[src/rtl/inst_fetch_unit.sv]
// Instruction fetch stage: owns the PC, fetches 32-bit instructions over a
// req/ready handshake and hands them to decode through a one-entry slot
// (if_valid / if_inst / if_pc).
//
// Handshake: imem_req is raised with imem_addr. Both stay stable until a cycle
// in which imem_ready=1, and that cycle completes the request. Completion may
// occur in the same cycle the request is raised. imem_ready is ignored
// whenever imem_req=0. A redirect never withdraws an outstanding request. The
// request runs to completion in DROP and its data is discarded there.
module inst_fetch_unit #(
  parameter int              XLEN     = 32,
  parameter logic [XLEN-1:0] RESET_PC = '0
) (
  input  logic            clk,
  input  logic            rst_n,
  output logic            imem_req,
  output logic [XLEN-1:0] imem_addr,
  input  logic [31:0]     imem_rdata,
  input  logic            imem_ready,
  input  logic            stall,
  input  logic            redirect,
  input  logic [XLEN-1:0] redirect_pc,
  output logic            if_valid,
  output logic [31:0]     if_inst,
  output logic [XLEN-1:0] if_pc,
  output logic [XLEN-1:0] if_pc_plus4,
  output logic [1:0]      dbg_state
);

  typedef enum logic [1:0] {
    S_IDLE = 2'd0,
    S_WAIT = 2'd1,
    S_DROP = 2'd2
  } state_t;

  localparam logic [XLEN-1:0] PC_STEP   = XLEN'(4);
  localparam logic [XLEN-1:0] ALIGN_MSK = ~XLEN'(3);
  localparam logic [31:0]     NOP_INST  = 32'h0000_0013;

  state_t          r_state;
  logic [XLEN-1:0] r_pc;
  logic [XLEN-1:0] r_req_addr;
  logic            r_if_valid;
  logic [31:0]     r_if_inst;
  logic [XLEN-1:0] r_if_pc;

  logic            w_can_issue;
  logic            w_consume;
  logic            w_req;
  logic [XLEN-1:0] w_addr;
  logic            w_capture;
  logic [XLEN-1:0] w_redirect_pc;

  assign w_redirect_pc = redirect_pc & ALIGN_MSK;

  // Request generation: IDLE issues from pc when the slot can accept a
  // response, WAIT/DROP keep presenting the outstanding address.
  always_comb begin
    w_can_issue = !r_if_valid || !stall;
    w_consume   = r_if_valid && !stall;
    w_req       = 1'b0;
    w_addr      = r_pc;
    case (r_state)
      S_IDLE: begin
        w_req  = w_can_issue && !redirect;
        w_addr = r_pc;
      end
      S_WAIT, S_DROP: begin
        w_req  = 1'b1;
        w_addr = r_req_addr;
      end
      default: begin
        w_req  = 1'b0;
        w_addr = r_pc;
      end
    endcase
    // Data is kept only for a live (non-dropped) request with no redirect this cycle
    w_capture = w_req && imem_ready && !redirect && (r_state != S_DROP);
  end

  // Request is withdrawn immediately while reset is held
  assign imem_req    = w_req && rst_n;
  assign imem_addr   = w_addr;
  assign if_valid    = r_if_valid;
  assign if_inst     = r_if_inst;
  assign if_pc       = r_if_pc;
  assign if_pc_plus4 = r_if_pc + PC_STEP;
  assign dbg_state   = r_state;

  // Fetch FSM, PC and decode slot; redirect outranks stall and a same-cycle response
  always_ff @(posedge clk or negedge rst_n) begin
    if (!rst_n) begin
      r_state    <= S_IDLE;
      r_pc       <= RESET_PC;
      r_req_addr <= RESET_PC;
      r_if_valid <= 1'b0;
      r_if_inst  <= NOP_INST;
      r_if_pc    <= RESET_PC;
    end else if (redirect) begin
      r_pc       <= w_redirect_pc;
      r_if_valid <= 1'b0;
      case (r_state)
        S_IDLE:         r_state <= S_IDLE;
        S_WAIT, S_DROP: r_state <= imem_ready ? S_IDLE : S_DROP;
        default:        r_state <= S_IDLE;
      endcase
    end else begin
      if (w_capture) begin
        r_if_inst  <= imem_rdata;
        r_if_pc    <= w_addr;
        r_if_valid <= 1'b1;
        r_pc       <= r_pc + PC_STEP;
      end else if (w_consume) begin
        r_if_valid <= 1'b0;
      end
      case (r_state)
        S_IDLE: begin
          if (w_req && !imem_ready) begin
            r_req_addr <= r_pc;
            r_state    <= S_WAIT;
          end
        end
        S_WAIT, S_DROP: begin
          if (imem_ready) r_state <= S_IDLE;
        end
        default: r_state <= S_IDLE;
      endcase
    end
  end

endmodule

[config.mk]
export PLATFORM = sky130hd
export DESIGN_NAME = inst_fetch_unit
export DESIGN_NICKNAME = d
export VERILOG_FILES = /design/src/rtl/inst_fetch_unit.sv
export SDC_FILE = /design/constraint.sdc
export NUM_CORES = 1
export LEC_CHECK = 0
export BUFFER_PORTS_ARGS = -buffer_cell sky130_fd_sc_hd__buf_2
export CORE_MARGIN = 3
export CORE_UTILIZATION = 40
export DETAILED_ROUTE_END_ITERATION = 12
export PLACE_DENSITY = 0.68
export SLEW_MARGIN = 20
export SYNTH_ARGS = -nofsm -noshare
export SYNTH_HDL_FRONTEND = slang
export SYNTH_SLANG_ARGS = --single-unit
[constraint.sdc]
create_clock -name clk -period 2.2 [get_ports clk]
set_clock_uncertainty 0.1 [all_clocks]
set_input_delay 0.44 -clock clk [delete_from_list [all_inputs] [get_ports clk]]
set_output_delay 0.44 -clock clk [all_outputs]
set_load 0.02 [all_outputs]
==> Word-level counts from Yosys, hierarchy flattened <==
Cells that the tools add are included.
{ "word_totals": {"reg_bits": 131} }
{ "classes": {"n_reduce_logical": 19, "bitwise": 1, "n_mux": 13, "addsub": 2, "eq_ne": 5} }
{ "ops": {"columns": ["cell", "count"], "rows": [
  ["$mux W32", 3],
  ["$add A32 B3 Y32 const B", 2],
  ["$mux W2", 5],
  ["$logic_and A1 B1 Y1", 7],
  ["$ne A3 B3 Y1 const B", 2],
  ["$logic_not A1 Y1", 4],
  ["$pmux W2 S2", 1],
  ["$reduce_and A2 Y1", 2],
  ["$mux W1", 3],
  ["$reduce_and A3 Y1", 1],
  ["$reduce_bool A3 Y1", 1],
  ["$eq A2 B1 Y1 const B", 1],
  ["$eq A2 B2 Y1 const B", 1],
  ["$logic_not A2 Y1", 1],
  ["$ne A2 B2 Y1 const B", 1],
  ["$pmux W1 S2", 1],
  ["$reduce_bool A2 Y1", 1],
  ["$reduce_or A2 Y1", 1],
  ["$logic_or A1 B1 Y1", 1],
  ["$not A1 Y1", 1]
]} }

==> Logic depth before layout (Yosys ltp) <==
Gate-level depths: netlist of run 1.
{ "logic_depth": {"depth_word": 9, "ltp_mapped": 10} }

==> Worst setup path after synthesis of run 1 <==
Ideal clock, no wire load.
{ "synth_timing": {"path_type": "flip-flop to output port", "startpoint": "register r_state[1] (netlist: dbg_state[1])", "endpoint": "output port imem_addr[10]", "path_stages_with_launch": 6, "slack_ps": -279, "t_arrival_ps": 1939, "path_cell_list": "dfrtp_1 inv_1 ha_1 clkbuf_1 clkbuf_1 mux2_2"} }
{ "synth_between": {"elab_chain_len": 3, "elab_cells_between_ends": 4, "classes_between": "2 x eq/ne; 1 x mux; 1 x reduce/logical"} }
{ "synth_lines": {"columns": ["element", "line_no", "rtl"], "rows": [
  ["start: declaration", "40", "state_t r_state;"],
  ["start signal: assignment", "104", "S_WAIT, S_DROP: r_state <= imem_ready ? S_IDLE : S_DROP;"],
  ["$eq A2 B1 Y1 / $eq A2 B2 Y1 (equally long branches)", "63", "case (r_state)"],
  ["$reduce_or A2 Y1 *", "63", null],
  ["$mux W32 *", "63", null],
  ["end: declaration", "17", "output logic [XLEN-1:0] imem_addr,"]
]} }
Mark *: on every way between the ends. The rest lies on a longest branch, timed or not.

==> Worst setup path in the final report of run 1 <==
{ "layout_timing": {"startpoint": "register r_if_pc[7] (netlist: if_pc[7])", "endpoint": "output port if_pc_plus4[23]"} }
{ "layout_between": {"elab_chain_len": 1} }
{ "layout_lines": {"columns": ["element", "line_no", "rtl"], "rows": [
  ["start: declaration", "45", "logic [XLEN-1:0] r_if_pc;"],
  ["start signal: assignment", "110", "r_if_pc <= w_addr;"],
  ["$add A32 B3 Y32", "87", "assign if_pc_plus4 = r_if_pc + PC_STEP;"],
  ["end: declaration", "26", "output logic [XLEN-1:0] if_pc_plus4,"]
]} }
Every way passes these cells.

==> impl_metrics.ini, run 1 <==
[clock_tree]
cts.sinks = 125
cts_hold_buf = 0
cts_tree = done
cts_made_buffers = 17
path_clk_slew_ns = 0.06
clk_latency_ns = 0.42
cts_max_level = 4
cts_buffer_depth = 2
root_buffer = clkbuf_16

[floorplan]
ios = 201
std_cell_rows = 45
dieArea_um2 = 17500
die_h_um = 132
start_util_pct = 41.4
dieWidth_um = 132
core_area_um2 = 15400

[global_route]
grt_first_pass_wirelength_um = 30500
antenna_found_initial = 1
gr-total-overflow = 0
gr-usage-all-layers_pct = 21.8
grt_max_degree = 126
grt_pass1_vias = 5880

[worst_setup_path]
startpoint_type = register
r2r_cells = 9
critPathKind = reg2out
endpoint_kind = output pin
path_max_fanout = 3
critPathRequiredTime_ns = 1.66
worstPathArrival_ns = 2.03
r2r_end = r_req_addr[21]$_DFFE_PN0P_
rrSetupSlack_ns = 0.01
r2r_start = dbg_state[1]$_DFFE_PN0P_

[placement]
gp_congestion = 0.843
dpl_worst_slack_ns = -0.146
placed_area_um2 = 8200
dpl.hpwl_um = 12800
port_buffers = 192

[run_status]
status = complete, but fails checks
violations = setup timing

[power_and_ir_drop]
power_frac_comb_pct = 58.7
p_int_mw = 10.5
p_leak_nw = 5.02
switching_power_mw = 6.54
p_total_mw = 17.1
clkPwrFrac_pct = 18.5
vdd_drop_max_v = 0.000808
switching_share_pct = 38.3
power_density_nw_per_um2 = 1660
seqPwrFrac_pct = 22.7

[sta]
drv_slew = 0
fin_setup_tns_ns = -12.74
min_period_over_period_pct = 117
worst_pin_slew_ns = 0.678
slew_headroom_pct = 54.8
rsz0062_at_grt = yes
whs_ns = 0.0524
hold_violations = 0
finalSetupViolCount = 54
fmax_ghz = 0.389
layout_setup_ws_ns = -0.368
fin_crit_ns = 2.57

[layout]
final_area_um2 = 10300
area_delta_synth_final_pct = 61.2
fillers = 1207
drive_gt1_share_pct = 55.5
fin_nets = 992

[routing]
vias = 5800
dr.pass1.iters = 5
vias_per_cell = 5.07
drc = 0
drt_iter0_markers = 329
ant_nets = 0
wire_per_inst_um = 17.6
routed_wl_um = 20100

[yosys]
synthesis.area_um2 = 6370
synthArstFlopShare_pct = 100
ys_warn_count = 0
synth-seq-cells = 125
synth.distinct_cells = 48
synth_seq_area_share_pct = 49.2
syn_inst = 619
synthFlopType = dfrtp_1
syn_avg_cell_area_um2 = 10.3
synth_edf_count = 0

[flow_run]
maxCapViolCount = 0

[worst_hold_path]
min_path_type = in2async
-- metal layers --
| metal | global-route usage, % | wire length (um) |
|---|---|---|
| met1 | 27.7 | 8660 |
| met3 | 6.07 | 1340 |
| met2 | 36.5 | 9770 |
| met5 | 0 | 0 |
| met4 | 6.59 | 325 |
-- stage by stage --
| step | util, % | cells |
|---|---|---|
| after floorplan | - | 624 |
| after global routing | 66.8 | 1143 |
| after CTS | 63.4 | 1124 |
| after global placement | 53.3 | 1067 |
| after detailed placement | 53.3 | 1067 |
| final | 66.8 | 1143 |
-- cell usage in the layout, fill, tap and decap left out, types with 4 or more instances in the layout --
master     instances
nand4_1           19
buf_8              7
buf_4            113
and3_1            12
bufinv_16          5
ha_4               4
mux2_2            23
dfrtp_1          108
buf_2            137
clkbuf_8           4
nand3_4            5
mux2_4            65
nand3_1           25
clkbuf_16         21
dfrtp_2           14
nand2_2            6
conb_1             6
buf_6             40
or4_1              5
xor2_1            20
xnor2_1            9
xnor2_2           19
buf_12            11
nor2_1            11
o21ai_0           22
nand2_1          141
inv_1              4
-- sequential cells by signal, indices dropped and copies added (netlist names) --
| name | count |
|---|---|
| if_inst | 32 |
| if_pc | 30 |
| r_pc | 30 |
| r_req_addr | 30 |
| dbg_state | 2 |
| if_valid | 1 |
-- cells in the mapped netlist, drive strengths merged, types with 2 or more instances --
| library cell | count | area [um2] |
|---|---|---|
| nand2 | 150 | 566 |
| dfrtp | 122 | 3050 |
| mux2 | 88 | 991 |
| nand3 | 33 | 178 |
| xnor2 | 28 | 245 |
| o21ai | 25 | 125 |
| buf | 21 | 124 |
| xor2 | 21 | 184 |
| nand4 | 19 | 119 |
| clkbuf | 16 | 60.1 |
| and3 | 15 | 93.8 |
| nor2 | 14 | 52.6 |
| inv | 6 | 22.5 |
| and4 | 5 | 43.8 |
| ha | 5 | 62.6 |
| nor4 | 5 | 58.8 |
| o311ai | 5 | 43.8 |
| or4 | 5 | 37.5 |
| a21oi | 4 | 20.0 |
| and2 | 4 | 25.0 |
| dfstp | 3 | 78.8 |
| nor3 | 3 | 15.0 |
| a31oi | 2 | 12.5 |
| nand2b | 2 | 12.5 |
| nor2b | 2 | 12.5 |
| nor3b | 2 | 26.3 |
| o31ai | 2 | 15.0 |
-- final cells by class --
| cell class | instances | area, um2 | share of cell area [%] |
|---|---|---|---|
| antenna | 1 | 2.50 | 0.0244 |
| clock buffer | 23 | 488 | 4.76 |
| sequential | 125 | 3150 | 30.7 |
| inverter | 6 | 22.5 | 0.219 |
| multi-input combinational | 456 | 3740 | 36.5 |
| tap | 211 | 264 | 2.57 |
| timing repair buffer | 312 | 2410 | 23.5 |
| clock inverter | 9 | 181 | 1.77 |
-- cells by family (layout without fill, tap and decap cells) --
logic type                 Yosys count  count (layout)  share of synthesized area (%)
xor gates and xnor gates            49              49                           6.74
buffers and inverters               43             350                           3.24
and+or+nand+nor                    261             261                           19.7
other                                1               7                         0.0589
AOI/OAI and AO/OA                   47              47                           4.50
muxes                               88              88                           15.6
adders and majority gates            5               5                          0.983
DFF                                125             125                           49.2
-- power groups by stage --
stage | Combinational [mW] | Clock [mW] | Sequential, mW
after floorplan | 3.65 | 0 | 4.69
after global placement | 7.18 | 0 | 3.79
after global routing | 10.7 | 3.30 | 4.00
final | 10.0 | 3.16 | 3.88
after CTS | 9.36 | 3.20 | 3.85
after detailed placement | 7.26 | 0 | 3.82
-- critical path, stage by stage (launching register included) --
cell,delay [ns]
dfrtp_2,0.36
and4_4,0.24
nand4_1,0.12
buf_6,0.16
buf_4,0.13
nor4_2,0.14
buf_4,0.17
xor2_2,0.12
buf_4,0.16
-- how the worst max path moves through the flow --
| stage | from | to |
|---|---|---|
| after floorplan | dbg_state[0]$_DFFE_PN0P_ | imem_addr[11] |
| after global placement | if_pc[4]$_DFFE_PN0P_ | if_pc_plus4[22] |
| after detailed placement | if_pc[4]$_DFFE_PN0P_ | if_pc_plus4[22] |
| after CTS | if_pc[7]$_DFFE_PN0P_ | if_pc_plus4[31] |
| after global routing | if_pc[5]$_DFFE_PN0P_ | if_pc_plus4[31] |
| final | if_pc[7]$_DFFE_PN0P_ | if_pc_plus4[23] |
-- what timing repair did --
| item | 4_1_cts | 5_1_grt |
|---|---|---|
| gates cloned | 3 | 5 |
| gates resized for setup | 168 | 91 |
| endpoints found under the hold margin | 0 | 0 |
| setup buffers | 24 | 18 |
| pin swaps | 30 | 22 |
| endpoints found under the setup margin | 99 | 100 |
No activity file was read; power rests on OpenSTA's default activity.
==> run 2, diff against run 1 <==
--- a/config.mk
+++ b/config.mk
@@ -5,7 +5,7 @@
 export SDC_FILE = /design/constraint.sdc
 export NUM_CORES = 1
 export LEC_CHECK = 0
-export BUFFER_PORTS_ARGS = -buffer_cell sky130_fd_sc_hd__buf_2
+export BUFFER_PORTS_ARGS = -buffer_cell sky130_fd_sc_hd__buf_4
 export CORE_MARGIN = 3
 export CORE_UTILIZATION = 40
 export DETAILED_ROUTE_END_ITERATION = 12
==> run 2 against run 1 <==
Effect of this change:
- the run still ends with setup timing left
- largest cell class unchanged
- core utilization rose by 3.5 points
- hold slack got worse by 0.0018 ns
- die area unchanged
- clock power shrank 15%
- highest routed layer unchanged
- worst setup slack got worse by 0.025 ns
- global-route usage rose by 1.8 points
- non-clock buffer count is 7 higher
==> impl_metrics.ini, run 2 (synthesized netlist as in run 1, its figures left out) <==
[run_status]
status = complete, but fails checks
violations = setup timing

[worst_setup_path]
path_max_fanout = 3
critPathRequiredTime_ns = 1.66
endpoint_kind = output pin
crit_chain = and4_4 -> nand4_1 -> buf_6 -> nor2_4 -> nand4_1 -> xnor2_2 -> buf_4
critPathKind = reg2out
worstPathArrival_ns = 2.05
startpoint_type = register
slowest_delay_ns = 0.36
rrSetupSlack_ns = -0.12
cp_slowest_cell = dfrtp_2
crit_path_frequent_cell = nand4_1
r2r_cells = 10

[power_and_ir_drop]
power_density_nw_per_um2 = 1640
p_int_mw = 10.8
seqPwrFrac_pct = 22.4
clkPwrFrac_pct = 15.3
switching_share_pct = 38.7
vdd_drop_max_v = 0.000928
power_frac_comb_pct = 62.3
p_leak_nw = 5.21
switching_power_mw = 6.84

[sta]
rsz0062_at_grt = yes
fmax_ghz = 0.386
layout_setup_ws_ns = -0.393
min_period_over_period_pct = 118
drv_slew = 0
whs_ns = 0.0506
worst_pin_slew_ns = 0.653
fin_crit_ns = 2.59
finalSetupViolCount = 84
hold_violations = 0
slew_headroom_pct = 56.4

[clock_tree]
path_clk_slew_ns = 0.06
cts_hold_buf = 0
clk_latency_ns = 0.42
cts_max_level = 4
cts_tree = done
cts_made_buffers = 17
cts_buffer_depth = 2
root_buffer = clkbuf_16
cts.sinks = 125

[flow_run]
maxCapViolCount = 0

[layout]
largest_reg_flops = 32
mostFrequentLayoutCell = buf_4
antennaDiodeCount = 0
drive_gt1_share_pct = 57.0
fillers = 1143
final_cell_mix = buf_4 (245), nand2_1 (135), dfrtp_1 (109)
fin_nets = 999
final_cells = 1149
area_delta_synth_final_pct = 69.6

[placement]
dp.cells = 1070
dpl.hpwl_um = 13600
gp_congestion = 0.873
port_buffers = 192

[routing]
vias = 5949
ant_nets = 0
routed_wl_um = 21300
drt_iter0_markers = 270
drc = 0
vias_per_cell = 5.18
dr.pass1.iters = 4
wire_per_inst_um = 18.6

[floorplan]
ios = 201
dieWidth_um = 132
std_cell_rows = 45
start_util_pct = 41.4
die_h_um = 132
dieArea_um2 = 17500
core_area_um2 = 15400

[worst_hold_path]
min_path_type = in2async

[global_route]
grt_first_pass_wirelength_um = 32700
gr-total-overflow = 0
grt_pass1_vias = 6300
gr-usage-all-layers_pct = 23.6
antenna_found_initial = 0
grt_max_degree = 126
==> run 2: changes by cell type in the layout (fill, tap and decap cells not counted), moves of 4 or more <==
cell	previous run	this run
buf_16	0	4
nand2_1	141	135
buf_6	40	46
nand2_4	3	8
buf_4	113	245
clkinv_2	0	5
buf_2	137	1
==> run 2: final cells by class <==
type	instances	area, um2	area share, %
clock buffers	24	472	4.37
clock inverters	8	92.6	0.857
inverters	6	25.0	0.232
multi-input cells	456	3870	35.8
flip-flops and latches	125	3150	29.2
well taps	211	264	2.44
repair buffers	319	2930	27.1
==> run 2: path summary, 6_finish.rpt <==
check / to / start
max in group asynchronous: if_pc[15]$_DFFE_PN0P_ / rst_n
min in group clk: if_inst[9]$_DFFE_PN0P_ / imem_rdata[9]
max reg2reg: r_req_addr[19]$_DFFE_PN0P_ / dbg_state[0]$_DFFE_PN0P_
min: r_req_addr[3]$_DFFE_PN0P_ / rst_n
max: if_pc_plus4[31] / if_pc[6]$_DFFE_PN0P_
min reg2reg: if_inst[4]$_DFFE_PN1P_ / if_inst[4]$_DFFE_PN1P_
==> run 2: critical path: cells and delay by family (launching register included) <==
family	cells	cell delay, ns
buf+inv	2	0.33
xor+xnor	1	0.20
flops	1	0.36
simple gates	4	0.73
==> run 2: repair_timing <==
action	CTS	global route
setup endpoints to repair	110	169
pin swaps	38	26
gates resized for setup	155	89
gates cloned	6	5
buffers inserted	28	16
==> run 2: layer usage <==
| metal | up-vias | routed length, um | global-route usage, % |
|---|---|---|---|
| li1 | 2744 | - | - |
| met1 | 2971 | 8640 | 27.8 |
| met2 | 210 | 10700 | 40.1 |
| met3 | 24 | 1680 | 7.98 |
| met4 | 0 | 350 | 8.58 |
| met5 | - | 0 | 0 |
==> run 2: stage by stage <==
step / area [um2] / util (%) / power [mW] / TNS, ns / worst slack [ns]
2_1_floorplan: 6530 / - / 8.34 / -0.0849 / -0.0330
3_3_place_gp: 8710 / 56.7 / 11.7 / -1.21 / -0.0531
3_5_place_dp: 8710 / 56.7 / 11.9 / -2.93 / -0.105
4_1_cts: 10300 / 67.1 / 17.0 / -14.78 / -0.417
5_1_grt: 10800 / 70.2 / 18.5 / -21.46 / -0.470
6_report: 10800 / 70.2 / 17.7 / -16.22 / -0.393
==> run 2: power by group through the flow <==
stage	registers (mW)	logic (mW)	clock network, mW
after floorplan	4.69	3.65	0
after global placement	3.82	7.89	0
after detailed placement	3.87	8.07	0
after CTS	3.90	10.3	2.75
after global routing	4.07	11.6	2.86
final	3.95	11.0	2.70
